### config.mk
export PLATFORM = sky130hd
export DESIGN_NAME = wb_arbiter
export DESIGN_NICKNAME = d
export VERILOG_FILES = /design/src/rtl/wb_pkg.sv /design/src/rtl/wb_park_queue.sv /design/src/rtl/wb_arbiter.sv
export SDC_FILE = /design/constraint.sdc
export NUM_CORES = 1
export LEC_CHECK = 0
export CAP_MARGIN = 10
export CORE_UTILIZATION = 40
export DETAILED_ROUTE_END_ITERATION = 10
export GPL_TIMING_DRIVEN = 0
export PLACE_DENSITY = 0.9
export SLEW_MARGIN = 10
export SYNTH_ARGS = -nofsm -noshare
export SYNTH_HDL_FRONTEND = slang
export SYNTH_HIERARCHICAL = 1
export SYNTH_SLANG_ARGS = --single-unit
### constraint.sdc
create_clock -name clock -period 5.05 [get_ports clock]
set_input_delay 1.01 -clock clock [delete_from_list [all_inputs] [get_ports clock]]
set_output_delay 1.01 -clock clock [all_outputs]
set_load 0.005 [all_outputs]
### src/rtl/wb_pkg.sv
// Shared types and constants for the writeback arbiter and its multdiv park queue.
package wb_pkg;

    localparam int RSTATUS_REG_DEF = 30;

    localparam logic [31:0] ST_ADD_OVF  = 32'd1;
    localparam logic [31:0] ST_ADDI_OVF = 32'd2;
    localparam logic [31:0] ST_SUB_OVF  = 32'd3;
    localparam logic [31:0] ST_MUL_OVF  = 32'd4;
    localparam logic [31:0] ST_DIV_ZERO = 32'd5;

    // valid drops when a younger ALU write to the same register squashes the entry
    typedef struct packed {
        logic        valid;
        logic [4:0]  wreg;
        logic [31:0] data;
    } wb_entry_t;

    // One-hot register mask; r0 is hardwired so it never appears as pending
    function automatic logic [31:0] reg_onehot(input logic [4:0] r);
        logic [31:0] m;
        if (r == 5'd0) begin
            m = 32'd0;
        end else begin
            m = 32'd1 << r;
        end
        return m;
    endfunction

endpackage

### src/rtl/wb_park_queue.sv
// Circular FIFO parking multdiv results that lost the regfile port; supports
// invalidating every entry aimed at a given register and reports a pending mask.
module wb_park_queue
    import wb_pkg::*;
#(
    parameter int QDEPTH = 2
) (
    input  logic        clock,
    input  logic        ctrl_reset,
    input  logic        push_i,
    input  wb_entry_t   push_entry_i,
    input  logic        pop_i,
    input  logic        squash_i,
    input  logic [4:0]  squash_reg_i,
    output wb_entry_t   head_o,
    output logic        empty_o,
    output logic        full_o,
    output logic [31:0] mask_o
);

    localparam int PW = (QDEPTH > 1) ? $clog2(QDEPTH) : 1;
    localparam int CW = $clog2(QDEPTH + 1);

    wb_entry_t         entries_q [QDEPTH];
    logic [PW-1:0]     wr_ptr_q;
    logic [PW-1:0]     rd_ptr_q;
    logic [CW-1:0]     count_q;
    logic              do_push_s;
    logic              do_pop_s;
    logic [31:0]       mask_s;

    assign empty_o   = (count_q == CW'(0));
    assign full_o    = (count_q == CW'(QDEPTH));
    assign head_o    = entries_q[rd_ptr_q];
    assign do_pop_s  = pop_i & ~empty_o;
    assign do_push_s = push_i & ~full_o;
    assign mask_o    = mask_s;

    // Storage, pointers and occupancy; squash first so a same-cycle push is not affected
    always_ff @(posedge clock) begin
        if (ctrl_reset) begin
            wr_ptr_q <= '0;
            rd_ptr_q <= '0;
            count_q  <= '0;
            for (int i = 0; i < QDEPTH; i++) begin
                entries_q[i] <= '0;
            end
        end else begin
            for (int i = 0; i < QDEPTH; i++) begin
                if (squash_i && (entries_q[i].wreg == squash_reg_i)) begin
                    entries_q[i].valid <= 1'b0;
                end
            end
            if (do_pop_s) begin
                entries_q[rd_ptr_q].valid <= 1'b0;
                rd_ptr_q <= rd_ptr_q + PW'(1);
            end
            if (do_push_s) begin
                entries_q[wr_ptr_q] <= push_entry_i;
                wr_ptr_q <= wr_ptr_q + PW'(1);
            end
            case ({do_push_s, do_pop_s})
                2'b10:   count_q <= count_q + CW'(1);
                2'b01:   count_q <= count_q - CW'(1);
                default: count_q <= count_q;
            endcase
        end
    end

    // Pending-register mask over live entries (popped/squashed entries have valid=0)
    always_comb begin
        mask_s = 32'd0;
        for (int i = 0; i < QDEPTH; i++) begin
            if (entries_q[i].valid) begin
                mask_s = mask_s | reg_onehot(entries_q[i].wreg);
            end else begin
                mask_s = mask_s;
            end
        end
    end

endmodule

### src/rtl/wb_arbiter.sv
// Writeback arbiter: ALU > parked multdiv > direct multdiv onto the single regfile port.
// Optional macro WB_FORWARD_EN enables forwarding of the in-flight regfile write to decode.
module wb_arbiter
    import wb_pkg::*;
#(
    parameter int QDEPTH      = 2,
    parameter int RSTATUS_REG = RSTATUS_REG_DEF
) (
    input  logic        clock,
    input  logic        ctrl_reset,
    input  logic        alu_valid,
    input  logic [4:0]  alu_rd,
    input  logic [31:0] alu_data,
    input  logic        alu_exc,
    input  logic [31:0] alu_exc_code,
    input  logic        md_valid,
    output logic        md_ready,
    input  logic [4:0]  md_rd,
    input  logic [31:0] md_data,
    input  logic        md_exc,
    input  logic [31:0] md_exc_code,
    output logic        ctrl_writeEnable,
    output logic [4:0]  ctrl_writeReg,
    output logic [31:0] data_writeReg,
    output logic [31:0] pending_mask,
    input  logic [4:0]  fwd_rd_a,
    input  logic [4:0]  fwd_rd_b,
    output logic        fwd_hit_a,
    output logic        fwd_hit_b,
    output logic [31:0] fwd_data_a,
    output logic [31:0] fwd_data_b
);

    localparam logic [4:0] RST_REG = 5'(RSTATUS_REG);

    logic [4:0]  alu_reg_s;
    logic [31:0] alu_val_s;
    logic [4:0]  md_reg_s;
    logic [31:0] md_val_s;
    logic        md_xfer_s;
    logic        q_push_s;
    logic        q_pop_s;
    logic        q_squash_s;
    logic        q_empty_s;
    logic        q_full_s;
    wb_entry_t   q_head_s;
    wb_entry_t   q_push_entry_s;
    logic        we_d, we_q;
    logic [4:0]  wreg_d, wreg_q;
    logic [31:0] wdata_d, wdata_q;

    assign alu_reg_s = alu_exc ? RST_REG : alu_rd;
    assign alu_val_s = alu_exc ? alu_exc_code : alu_data;
    assign md_reg_s  = md_exc ? RST_REG : md_rd;
    assign md_val_s  = md_exc ? md_exc_code : md_data;
    assign md_ready  = ~q_full_s;
    assign md_xfer_s = md_valid & ~q_full_s;
    assign q_push_entry_s = '{valid: 1'b1, wreg: md_reg_s, data: md_val_s};

    wb_park_queue #(.QDEPTH(QDEPTH)) u_queue (
        .clock        (clock),
        .ctrl_reset   (ctrl_reset),
        .push_i       (q_push_s),
        .push_entry_i (q_push_entry_s),
        .pop_i        (q_pop_s),
        .squash_i     (q_squash_s),
        .squash_reg_i (alu_reg_s),
        .head_o       (q_head_s),
        .empty_o      (q_empty_s),
        .full_o       (q_full_s),
        .mask_o       (pending_mask)
    );

    // Port owner select; an md result colliding with an ALU write to the same reg is dropped
    always_comb begin
        we_d       = 1'b0;
        wreg_d     = 5'd0;
        wdata_d    = 32'd0;
        q_push_s   = 1'b0;
        q_pop_s    = 1'b0;
        q_squash_s = 1'b0;
        if (alu_valid) begin
            if (alu_reg_s != 5'd0) begin
                we_d       = 1'b1;
                wreg_d     = alu_reg_s;
                wdata_d    = alu_val_s;
                q_squash_s = 1'b1;
            end else begin
                we_d = 1'b0;
            end
            q_push_s = md_xfer_s && (md_reg_s != 5'd0) && (md_reg_s != alu_reg_s);
        end else if (!q_empty_s) begin
            q_pop_s = 1'b1;
            if (q_head_s.valid && (q_head_s.wreg != 5'd0)) begin
                we_d    = 1'b1;
                wreg_d  = q_head_s.wreg;
                wdata_d = q_head_s.data;
            end else begin
                we_d = 1'b0;
            end
            q_push_s = md_xfer_s && (md_reg_s != 5'd0);
        end else if (md_xfer_s && (md_reg_s != 5'd0)) begin
            we_d    = 1'b1;
            wreg_d  = md_reg_s;
            wdata_d = md_val_s;
        end else begin
            we_d = 1'b0;
        end
    end

    // Registered regfile write port
    always_ff @(posedge clock) begin
        if (ctrl_reset) begin
            we_q    <= 1'b0;
            wreg_q  <= 5'd0;
            wdata_q <= 32'd0;
        end else begin
            we_q    <= we_d;
            wreg_q  <= wreg_d;
            wdata_q <= wdata_d;
        end
    end

    assign ctrl_writeEnable = we_q;
    assign ctrl_writeReg    = wreg_q;
    assign data_writeReg    = wdata_q;

`ifdef WB_FORWARD_EN
    // The regfile reads high-Z while writing the same reg, so decode takes the value from here
    assign fwd_hit_a  = we_q && (wreg_q == fwd_rd_a) && (fwd_rd_a != 5'd0);
    assign fwd_hit_b  = we_q && (wreg_q == fwd_rd_b) && (fwd_rd_b != 5'd0);
    assign fwd_data_a = wdata_q;
    assign fwd_data_b = wdata_q;
`else
    logic unused_fwd_s;
    assign unused_fwd_s = ^{fwd_rd_a, fwd_rd_b};
    assign fwd_hit_a  = 1'b0;
    assign fwd_hit_b  = 1'b0;
    assign fwd_data_a = 32'd0;
    assign fwd_data_b = 32'd0;
`endif

endmodule

# == Word level (Yosys, flattened, before mapping) ==
# Memories as Yosys holds them, arrays and structs flattened. A register that Yosys moved wholly into a read port is not among the register bits.
# Index checks and enable logic that the tools add are counted.
# totals
regBits,42
out_inout_bits,137
ramBits,76
in_bits,154
word_cells,91
memories,1
# mem_list
memory,words,word_bits,read_ports,rd_clocked_by_memory_dff,write_ports,line_no,text
u_queue.entries_q,2,38,3,1,3,wb_park_queue.sv:24,wb_entry_t entries_q [QDEPTH];
# classes
muxes,51
shift,2
n_addsub,4
n_bitwise,8
reduce_logical,13
eq_ne,6
# op_table
operator,count
$mux 32,12
$shl 1x5->32 const A,2
$mux 38,1
$reduce_or 38->1,1
$mux 5,7
$or 32x32->32,1
$mux 1,29
$reduce_bool 5->1,3
$eq 5x5->1,2
$logic_not 5->1,2
$logic_and 1x1->1,5
$ne 5x5->1,1
$eq 2x2->1 const B,2
$pmux 2 s2,1
$and 1x1->1,3
$add 1x1->1 const B,2
$add 2x1->2 const B,1
$eq 2x1->1 const B,1
$logic_not 2->1,1
$mux 2,1
$not 1->1,2
$or 1x1->1,2
$reduce_bool 2->1,1
$sub 2x1->2 const B,1

# == Longest topological paths before layout ==
# Gate-level depths: netlist of run 1.
# depth
word_depth,10
ltp_mapped,10
mapped_depth_nobuf,10

# == Hierarchy ==
# Netlist of run 1, hierarchy kept.
# by_module_without_submodules
mod,seq_area_each_um2,n_inst,area_each_um2,cells_each
wb_park_queue,2382.3,1,4129.0,321
wb_arbiter,760.7,1,2882.8,314

# == Worst setup path before layout of run 1 ==
# Ideal clock, no wire load.
# synth_path
path_type,in2reg
from,input md_exc
to,"memory u_queue/entries_q[1][37] in the netlist's numbering, enable pin"
setup_ns,0.307
arrival_time_ns,5.007
path_slack_ns,-0.264
stages,8
n_path_buf,1
t_required_ns,4.743
path_cell_list,buf_2 -> or2_2 -> xnor2_1 -> a2111o_1 -> o211a_1 -> nand2_1 -> o21ai_0 -> a221o_1
# synth_lines
element,line_no,text
start: declaration,wb_arbiter.sv:20,"input logic md_exc,"
end: declaration,wb_park_queue.sv:24,

==> flow_summary.html, run 1 <==
<table>
<tr><th>Metric</th><th>Value</th></tr>
<tr><th colspan="2">Status</th></tr>
<tr><td>Status</td><td>finished, final reports clean</td></tr>
<tr><th colspan="2">Routing</th></tr>
<tr><td>DRC marker count from the first detailed-route iteration</td><td>474</td></tr>
<tr><td>Detailed-route vias per instance</td><td>4.97</td></tr>
<tr><td>DRC violation count after routing</td><td>0</td></tr>
<tr><td>Final routed wirelength across all metal layers</td><td>19.3 mm</td></tr>
<tr><td>Number of optimization iterations in the first detailed-route pass</td><td>5</td></tr>
<tr><td>Avg WL per Cell</td><td>16.5 um</td></tr>
<tr><td>Post-DRT Antenna Nets</td><td>0</td></tr>
<tr><td>Via total after detailed routing</td><td>5829</td></tr>
<tr><th colspan="2">Floorplanning</th></tr>
<tr><td>Die Span Y</td><td>134 um</td></tr>
<tr><td>Floorplan core area</td><td>0.0172 mm^2</td></tr>
<tr><td>Number of top-level pins</td><td>291</td></tr>
<tr><td>Die Span X</td><td>134 um</td></tr>
<tr><td>Number of rows in the core area</td><td>48</td></tr>
<tr><td>DIE AREA</td><td>0.0181 mm^2</td></tr>
<tr><td>Starting density of the core</td><td>40.7%</td></tr>
<tr><th colspan="2">Power</th></tr>
<tr><td>Clock share of power</td><td>36.4%</td></tr>
<tr><td>Combinational power share</td><td>25.8%</td></tr>
<tr><td>Leakage dissipation</td><td>4.22 nW</td></tr>
<tr><td>Internal power</td><td>2.45 mW</td></tr>
<tr><td>Worst-case vdd ir drop</td><td>0.000250 V</td></tr>
<tr><td>Sequential group share of total power</td><td>37.8%</td></tr>
<tr><td>Power per Cell Area</td><td>320 mW/mm^2</td></tr>
<tr><td>Switching portion of total power</td><td>25.8%</td></tr>
<tr><td>Sw power</td><td>854 uW</td></tr>
<tr><th colspan="2">Critical path</th></tr>
<tr><td>Worst endpoint required time</td><td>5.20 ns</td></tr>
<tr><td>Capturing element type of the critical path</td><td>flip-flop</td></tr>
<tr><td>Slowest CP cell</td><td>clkbuf_1</td></tr>
<tr><td>Terminus of the critical flop-to-flop path</td><td>data_writeReg[20]</td></tr>
<tr><td>Highest fanout seen on the critical path</td><td>22</td></tr>
<tr><td>Type of origin of the critical path</td><td>input pin</td></tr>
<tr><td>FF-to-FF setup slack</td><td>2.21 ns</td></tr>
<tr><td>Critical Path, Cell by Cell</td><td>clkdlybuf4s50_1, clkbuf_1, nor2_1, xnor2_1, a2111o_1, o211a_1, nand3_1, nand2_2, buf_16</td></tr>
<tr><td>Worst Path Arrival</td><td>4.00 ns</td></tr>
<tr><td>Largest incremental delay on the critical path</td><td>0.60 ns</td></tr>
<tr><td>Critical Setup Path Class</td><td>in -&gt; reg</td></tr>
<tr><td>Register-to-Register Path Depth</td><td>8</td></tr>
<tr><th colspan="2">Synthesis</th></tr>
<tr><td>Area share of the leading cell type in the synthesized netlist</td><td>32.5%</td></tr>
<tr><td>Synthesized area</td><td>0.00701 mm^2</td></tr>
<tr><td>Synth unique cells</td><td>50</td></tr>
<tr><td>Most frequently used cell type in the post-synthesis netlist</td><td>and2_1</td></tr>
<tr><td>Warning count from the yosys run</td><td>6</td></tr>
<tr><td>Yosys reg bits</td><td>119</td></tr>
<tr><td>Number of enable flip-flop cells after synthesis</td><td>76</td></tr>
<tr><td>Post-synth top flop</td><td>edfxtp_1</td></tr>
<tr><td>Area leader, netlist</td><td>edfxtp_1</td></tr>
<tr><td>Sequential area share after synthesis</td><td>44.8%</td></tr>
<tr><td>Most numerous cell types in the synthesized netlist</td><td>77 x and2_1, 76 x edfxtp_1, 70 x mux2_2</td></tr>
<tr><td>Largest cells by area after synthesis</td><td>edfxtp_1 33%, dfxtp_1 12%, mux2_2 11%, buf_4 7.2%, and2_1 6.9%</td></tr>
<tr><td>Avg Inst Size Synth</td><td>11.0 um^2</td></tr>
<tr><td>Synthesized instance count</td><td>635</td></tr>
<tr><td>Share of flip-flops with an asynchronous set or reset</td><td>0%</td></tr>
<tr><th colspan="2">Clock network</th></tr>
<tr><td>Quantity of hold-fixing buffers added after cts</td><td>0</td></tr>
<tr><td>Buffer depth of the longest clock path</td><td>2</td></tr>
<tr><td>Clock transition at the register clock pins on the worst setup and hold paths after CTS</td><td>0.06 ns</td></tr>
<tr><td>Count of instances resized after the clock tree is built</td><td>0</td></tr>
<tr><td>Setup Buffers After CTS</td><td>0</td></tr>
<tr><td>TritonCTS clock tree</td><td>done</td></tr>
<tr><td>Total clock buffers created by CTS</td><td>17</td></tr>
<tr><td>Number of H-tree levels</td><td>4</td></tr>
<tr><td>Clock root cell</td><td>clkbuf_16</td></tr>
<tr><td>Number of clock sinks</td><td>119</td></tr>
<tr><td>Source-to-sink clock delay at the later pin of the worst-skew pair</td><td>0.40 ns</td></tr>
<tr><th colspan="2">STA</th></tr>
<tr><td>Finish-stage setup viols</td><td>0</td></tr>
<tr><td>Worst-margin pin slew</td><td>0.760 ns</td></tr>
<tr><td>Worst Clk Skew</td><td>0.0112 ns</td></tr>
<tr><td>Hold Vio Cnt, Final</td><td>0</td></tr>
<tr><td>Unrepaired setup endpoints after global routing</td><td>no</td></tr>
<tr><td>Fmax</td><td>0.259 GHz</td></tr>
<tr><td>Tightest slew margin relative to the limit</td><td>49.3%</td></tr>
<tr><td>Final slew viol count</td><td>0</td></tr>
<tr><td>Fin Hold WS</td><td>0.501 ns</td></tr>
<tr><td>Final min period</td><td>3.86 ns</td></tr>
<tr><td>Tcrit/Tclk final</td><td>76.4%</td></tr>
<tr><th colspan="2">Global route</th></tr>
<tr><td>Wire length of the first global-routing pass</td><td>29.7 mm</td></tr>
<tr><td>GR peak layer</td><td>met2</td></tr>
<tr><td>Via count of the first global-routing pass</td><td>5690</td></tr>
<tr><td>Global route total overflow</td><td>0</td></tr>
<tr><td>Total track usage</td><td>21.6%</td></tr>
<tr><td>Met3 layer usage reported by global route</td><td>4.95%</td></tr>
<tr><td>Pin count of the biggest net entering global routing</td><td>24</td></tr>
<tr><td>Met1 usage</td><td>25.8%</td></tr>
<tr><td>Fraction of met2 tracks used by global routing</td><td>37.9%</td></tr>
<tr><td>Antenna violations before repair</td><td>0</td></tr>
<tr><th colspan="2">Hold path</th></tr>
<tr><td>Hold path endpoint</td><td>u_queue/rd_ptr_q</td></tr>
<tr><td>Worst min-delay path startpoint</td><td>u_queue/rd_ptr_q</td></tr>
<tr><td>Class of the tightest hold or removal check</td><td>reg -&gt; reg</td></tr>
<tr><td>Cell depth of the worst min-delay path</td><td>2</td></tr>
<tr><th colspan="2">Job</th></tr>
<tr><td>Number of violations of the max-capacitance limit</td><td>0</td></tr>
<tr><th colspan="2">Cells and area</th></tr>
<tr><td>Area of combinational cells with multiple inputs</td><td>0.00333 mm^2</td></tr>
<tr><td>Post-Layout Inst Area</td><td>0.0103 mm^2</td></tr>
<tr><td>Layout fillers</td><td>1418</td></tr>
<tr><td>Number of diodes</td><td>0</td></tr>
<tr><td>Flip-flop and latch area</td><td>0.00314 mm^2</td></tr>
<tr><td>Area growth, synth to finish</td><td>47.1%</td></tr>
<tr><td>Layout cell share with drive strength beyond 1</td><td>23.0%</td></tr>
<tr><td>Total number of nets in the final design</td><td>1089</td></tr>
<tr><td>Final instance count without filler cells</td><td>1172</td></tr>
<tr><th colspan="2">Placed design</th></tr>
<tr><td>Instance area at placement</td><td>0.00972 mm^2</td></tr>
<tr><td>Total of buffers placed on input and output ports</td><td>212</td></tr>
<tr><td>Number of instances in the placed design</td><td>1140</td></tr>
<tr><td>Half-perimeter wire length after detailed placement</td><td>14.6 mm</td></tr>
<tr><td>Placer congestion estimate</td><td>0.907</td></tr>
</table>
[cell usage in the layout (no fill, tap or decap), types with 4 or more instances in the layout]
cell             synthesis  layout
buf_2                   18      18
a221o_1                 33      33
xor2_1                   6       6
and2_1                  77      77
edfxtp_1                76      76
nor2_1                  42      42
dfxtp_1                 43      43
nand2_1                 12      11
nand3_1                  6       6
nor2b_1                  5       5
a21oi_1                  6       6
clkbuf_1                 7      10
buf_4                   67      67
o21ai_0                  5       4
nand2b_1                 6       6
a221oi_1                 5       5
buf_6                    9       9
conb_1                   3      69
nand3b_1                 6       6
mux2_2                  70      70
mux2i_1                 32      32
inv_1                   15      15
or2_2                    8       8
clkdlybuf4s50_1          0     212
a211oi_1                 5       5
xnor2_1                  8       8
clkbuf_16                0      17
o22ai_1                 32      32
[layout make-up]
class	count	area share (%)
timing repair buffer	214	21.0
clock inverter	10	1.24
inverter	16	0.606
tap	225	2.73
buffer	104	7.13
sequential	119	30.5
clock buffer	22	4.50
multi-input combinational	462	32.3
[metrics by stage]
stage | setup TNS (ns) | power, mW | util [%] | worst slack (ns)
after floorplan | 0 | 1.75 | - | 0.762
after global placement | -46.82 | 2.08 | 56.1 | -1.38
after detailed placement | 0 | 2.12 | 56.4 | 0.686
after CTS | 0 | 3.32 | 59.9 | 1.11
after global routing | 0 | 3.45 | 59.9 | 1.07
final | 0 | 3.31 | 59.9 | 1.19
[state kept, by name (all words and copies together), names as in the netlist, named ones only]
signal             count
u_queue/entries_q     76
data_writeReg         32
ctrl_writeReg          5
u_queue/count_q        2
ctrl_writeEnable       1
u_queue/rd_ptr_q       1
u_queue/wr_ptr_q       1
[worst max path at each step]
stage                 start                        to  slack (ns)  cells past startpoint
global placement    alu_exc  u_queue/entries_q[1][37]       -1.38                      9
CTS                 alu_exc  u_queue/entries_q[0][21]        1.11                      8
finish              alu_exc   u_queue/entries_q[0][2]        1.19                      9
global route        alu_exc  u_queue/entries_q[0][21]        1.07                      8
detailed placement  alu_exc   u_queue/entries_q[0][5]        0.69                      8
floorplan            md_exc  u_queue/entries_q[1][37]        0.76                      8
[worst max-delay path: cells and delay by family]
kind | cells | cell delay (ns)
AO/OA/AOI/OAI | 2 | 0.64
XOR/XNOR | 1 | 0.18
buffers and inverters | 3 | 1.41
AND/OR/NAND/NOR | 3 | 0.74
[power by group through the flow]
stage / clock, mW / combinational [mW] / sequential (mW)
after floorplan: 0 / 0.493 / 1.26
after global placement: 0 / 0.814 / 1.26
after detailed placement: 0 / 0.849 / 1.27
after CTS: 1.22 / 0.854 / 1.25
after global routing: 1.27 / 0.922 / 1.26
final: 1.20 / 0.854 / 1.25
[routing by layer]
layer  wire [um]  up-vias
li1            -     2775
met1        7800     2748
met2        9830      272
met3        1220       34
met4         484        0
met5           0        -
[cell families (layout without fill, tap and decap cells)]
family	Yosys count	after routing	share of synthesized area, %
xor gates and xnor gates	14	14	1.75
buffers and inverters	120	366	11.4
other	3	69	0.161
DFF	119	119	44.8
AOI/OAI and AO/OA	97	97	10.9
adders and majority gates	1	1	0.178
muxes	102	102	15.8
and+or+nand+nor	179	179	15.0
(Power assumes the default switching activity.)
==> inputs of run 2 (changes only) <==
Settings changed: CORE_UTILIZATION 40 to 44, PLACE_DENSITY 0.9 to 0.93.
Clock period 5.05 ns to 3.8 ns, I/O delays scaled along.
==> run 2 against run 1 <==
Against the previous run: sequential share of layout area is essentially flat; final cell count shrank 1.2%; clock power grew 38%; final area is essentially flat; worst setup slack lost 1.0 ns; sequential power grew 33%; clock skew grew 0.0019 ns; combinational power grew 33%; critical endpoint is now u_queue/entries_q[0][31].
==> flow_summary.html, run 2 (synthesis gave the netlist of run 1 again) <==
<table>
<tr><th>Metric</th><th>Value</th></tr>
<tr><th colspan="2">Global route</th></tr>
<tr><td>Via count of the first global-routing pass</td><td>5878</td></tr>
<tr><td>Antenna violations before repair</td><td>0</td></tr>
<tr><td>Global route total overflow</td><td>0</td></tr>
<tr><td>Wire length of the first global-routing pass</td><td>30.2 mm</td></tr>
<tr><td>Pin count of the biggest net entering global routing</td><td>25</td></tr>
<tr><td>Total track usage</td><td>24.5%</td></tr>
<tr><th colspan="2">Clock network</th></tr>
<tr><td>TritonCTS clock tree</td><td>done</td></tr>
<tr><td>Total clock buffers created by CTS</td><td>17</td></tr>
<tr><td>Setup Buffers After CTS</td><td>0</td></tr>
<tr><td>Clock root cell</td><td>clkbuf_16</td></tr>
<tr><td>Number of clock sinks</td><td>119</td></tr>
<tr><td>Source-to-sink clock delay at the later pin of the worst-skew pair</td><td>0.41 ns</td></tr>
<tr><td>Count of instances resized after the clock tree is built</td><td>0</td></tr>
<tr><td>Buffer depth of the longest clock path</td><td>2</td></tr>
<tr><td>Quantity of hold-fixing buffers added after cts</td><td>0</td></tr>
<tr><td>Number of H-tree levels</td><td>4</td></tr>
<tr><td>Clock transition at the register clock pins on the worst setup and hold paths after CTS</td><td>0.05 ns</td></tr>
<tr><th colspan="2">Floorplanning</th></tr>
<tr><td>Floorplan core area</td><td>0.0154 mm^2</td></tr>
<tr><td>Number of top-level pins</td><td>291</td></tr>
<tr><td>Die Span Y</td><td>128 um</td></tr>
<tr><td>DIE AREA</td><td>0.0164 mm^2</td></tr>
<tr><td>Die Span X</td><td>128 um</td></tr>
<tr><td>Number of rows in the core area</td><td>45</td></tr>
<tr><td>Starting density of the core</td><td>45.6%</td></tr>
<tr><th colspan="2">Critical path</th></tr>
<tr><td>Terminus of the critical flop-to-flop path</td><td>data_writeReg[22]</td></tr>
<tr><td>Register-to-Register Path Depth</td><td>8</td></tr>
<tr><td>Type of origin of the critical path</td><td>input pin</td></tr>
<tr><td>Capturing element type of the critical path</td><td>flip-flop</td></tr>
<tr><td>FF-to-FF setup slack</td><td>0.96 ns</td></tr>
<tr><td>Crit path from</td><td>alu_exc</td></tr>
<tr><td>Destination of the critical timing path</td><td>u_queue/entries_q[0][31]</td></tr>
<tr><td>Highest fanout seen on the critical path</td><td>23</td></tr>
<tr><td>Worst Path Arrival</td><td>3.77 ns</td></tr>
<tr><td>Critical Setup Path Class</td><td>in -&gt; reg</td></tr>
<tr><td>Worst endpoint required time</td><td>3.96 ns</td></tr>
<tr><th colspan="2">Routing</th></tr>
<tr><td>Via total after detailed routing</td><td>5936</td></tr>
<tr><td>Detailed-route vias per instance</td><td>5.13</td></tr>
<tr><td>Number of optimization iterations in the first detailed-route pass</td><td>5</td></tr>
<tr><td>DRC marker count from the first detailed-route iteration</td><td>476</td></tr>
<tr><td>Final routed wirelength across all metal layers</td><td>20.0 mm</td></tr>
<tr><td>Avg WL per Cell</td><td>17.2 um</td></tr>
<tr><td>DRC violation count after routing</td><td>0</td></tr>
<tr><td>Post-DRT Antenna Nets</td><td>0</td></tr>
<tr><th colspan="2">Power</th></tr>
<tr><td>Worst-case vdd ir drop</td><td>0.000376 V</td></tr>
<tr><td>Leakage dissipation</td><td>4.23 nW</td></tr>
<tr><td>Power per Cell Area</td><td>431 mW/mm^2</td></tr>
<tr><td>Power consumption</td><td>4.45 mW</td></tr>
<tr><th colspan="2">Placed design</th></tr>
<tr><td>Total of buffers placed on input and output ports</td><td>212</td></tr>
<tr><td>Half-perimeter wire length after detailed placement</td><td>14.5 mm</td></tr>
<tr><td>Placer congestion estimate</td><td>0.943</td></tr>
<tr><td>Instance area at placement</td><td>0.00970 mm^2</td></tr>
<tr><th colspan="2">STA</th></tr>
<tr><td>Tcrit/Tclk final</td><td>95.0%</td></tr>
<tr><td>Tightest slew margin relative to the limit</td><td>43.8%</td></tr>
<tr><td>Unrepaired setup endpoints after global routing</td><td>no</td></tr>
<tr><td>Worst-margin pin slew</td><td>0.842 ns</td></tr>
<tr><td>Worst Clk Skew</td><td>0.0131 ns</td></tr>
<tr><td>Final min period</td><td>3.61 ns</td></tr>
<tr><td>Final slew viol count</td><td>0</td></tr>
<tr><td>Finish-stage setup viols</td><td>0</td></tr>
<tr><td>Fmax</td><td>0.277 GHz</td></tr>
<tr><td>Fin Hold WS</td><td>0.513 ns</td></tr>
<tr><td>Hold Vio Cnt, Final</td><td>0</td></tr>
<tr><th colspan="2">Cells and area</th></tr>
<tr><td>Total number of nets in the final design</td><td>1089</td></tr>
<tr><td>Area growth, synth to finish</td><td>47.1%</td></tr>
<tr><td>Register ranked first by flip-flop count</td><td>u_queue/entries_q</td></tr>
<tr><td>Commonest cells after routing, fill and taps aside</td><td>212 x clkdlybuf4s50_1, 77 x and2_1, 76 x edfxtp_1, 70 x mux2_2, 69 x conb_1</td></tr>
<tr><td>Layout cell share with drive strength beyond 1</td><td>23.5%</td></tr>
<tr><td>Number of diodes</td><td>0</td></tr>
<tr><td>Most common cell after layout, fill and taps aside</td><td>clkdlybuf4s50_1</td></tr>
<tr><td>Post-Layout Inst Area</td><td>0.0103 mm^2</td></tr>
<tr><td>Flip-flop count of the largest register after layout</td><td>76</td></tr>
<tr><th colspan="2">Hold path</th></tr>
<tr><td>Class of the tightest hold or removal check</td><td>reg -&gt; reg</td></tr>
<tr><th colspan="2">Job</th></tr>
<tr><td>Number of violations of the max-capacitance limit</td><td>0</td></tr>
<tr><th colspan="2">Status</th></tr>
<tr><td>Status</td><td>finished, final reports clean</td></tr>
</table>
## run 2: power breakdown
part	leakage (nW)	internal (mW)	switching [mW]	total [mW]
registers	1.15	1.59	0.0754	1.66
logic	2.78	0.612	0.528	1.14
clock network	0.297	1.05	0.595	1.65
## run 2: metrics by stage
stage          setup slack (ns)  instances  TNS [ns]  utilization, %
2_1_floorplan             0.478        701         0               -
3_3_place_gp              -1.15       1124    -74.79            62.8
3_5_place_dp             -0.158       1126     -6.78            63.1
4_1_cts                   0.268       1158         0            67.1
5_1_grt                   0.127       1158         0            67.1
6_report                  0.188       1158         0            67.1
## run 2: worst max-delay path, stage by stage
cell,delay [ns]
clkdlybuf4s50_1,0.50
clkbuf_1,0.65
nor2_1,0.24
xnor2_1,0.18
a2111o_1,0.34
o211a_1,0.30
nand3_1,0.18
nand2_2,0.30
buf_12,0.29
## run 2: final cells by class
cell class | count | area (um^2)
flip-flops and latches | 119 | 3140
multi-input cells | 462 | 3330
clock inverters | 14 | 173
well taps | 211 | 264
inverters | 16 | 62.6
clock buffers | 18 | 439
fillers | 1166 | 5060
plain buffers | 104 | 736
repair buffers | 214 | 2160
## run 2: per-layer routing
metal  share of wire [%]  wire length, um  GRT usage, %  vias up
met1                  39             7790          28.8     2839
met5                   0                0             0        -
met4                 2.2              432          10.7        0
met3                 7.1             1420          5.47       30
met2                  52            10300          42.5      281
li1                    -                -             -     2786
## run 2: worst min-delay path by stage
stage,slack [ns],start,end,cells past startpoint
6_report,0.51,u_queue/rd_ptr_q,u_queue/rd_ptr_q,2
5_1_grt,0.54,u_queue/rd_ptr_q,u_queue/rd_ptr_q,2
4_1_cts,0.51,u_queue/rd_ptr_q,u_queue/rd_ptr_q,2
3_5_place_dp,0.49,u_queue/rd_ptr_q,u_queue/rd_ptr_q,2
3_3_place_gp,0.48,u_queue/rd_ptr_q,u_queue/rd_ptr_q,2
2_1_floorplan,0.47,u_queue/rd_ptr_q,flip-flop,2
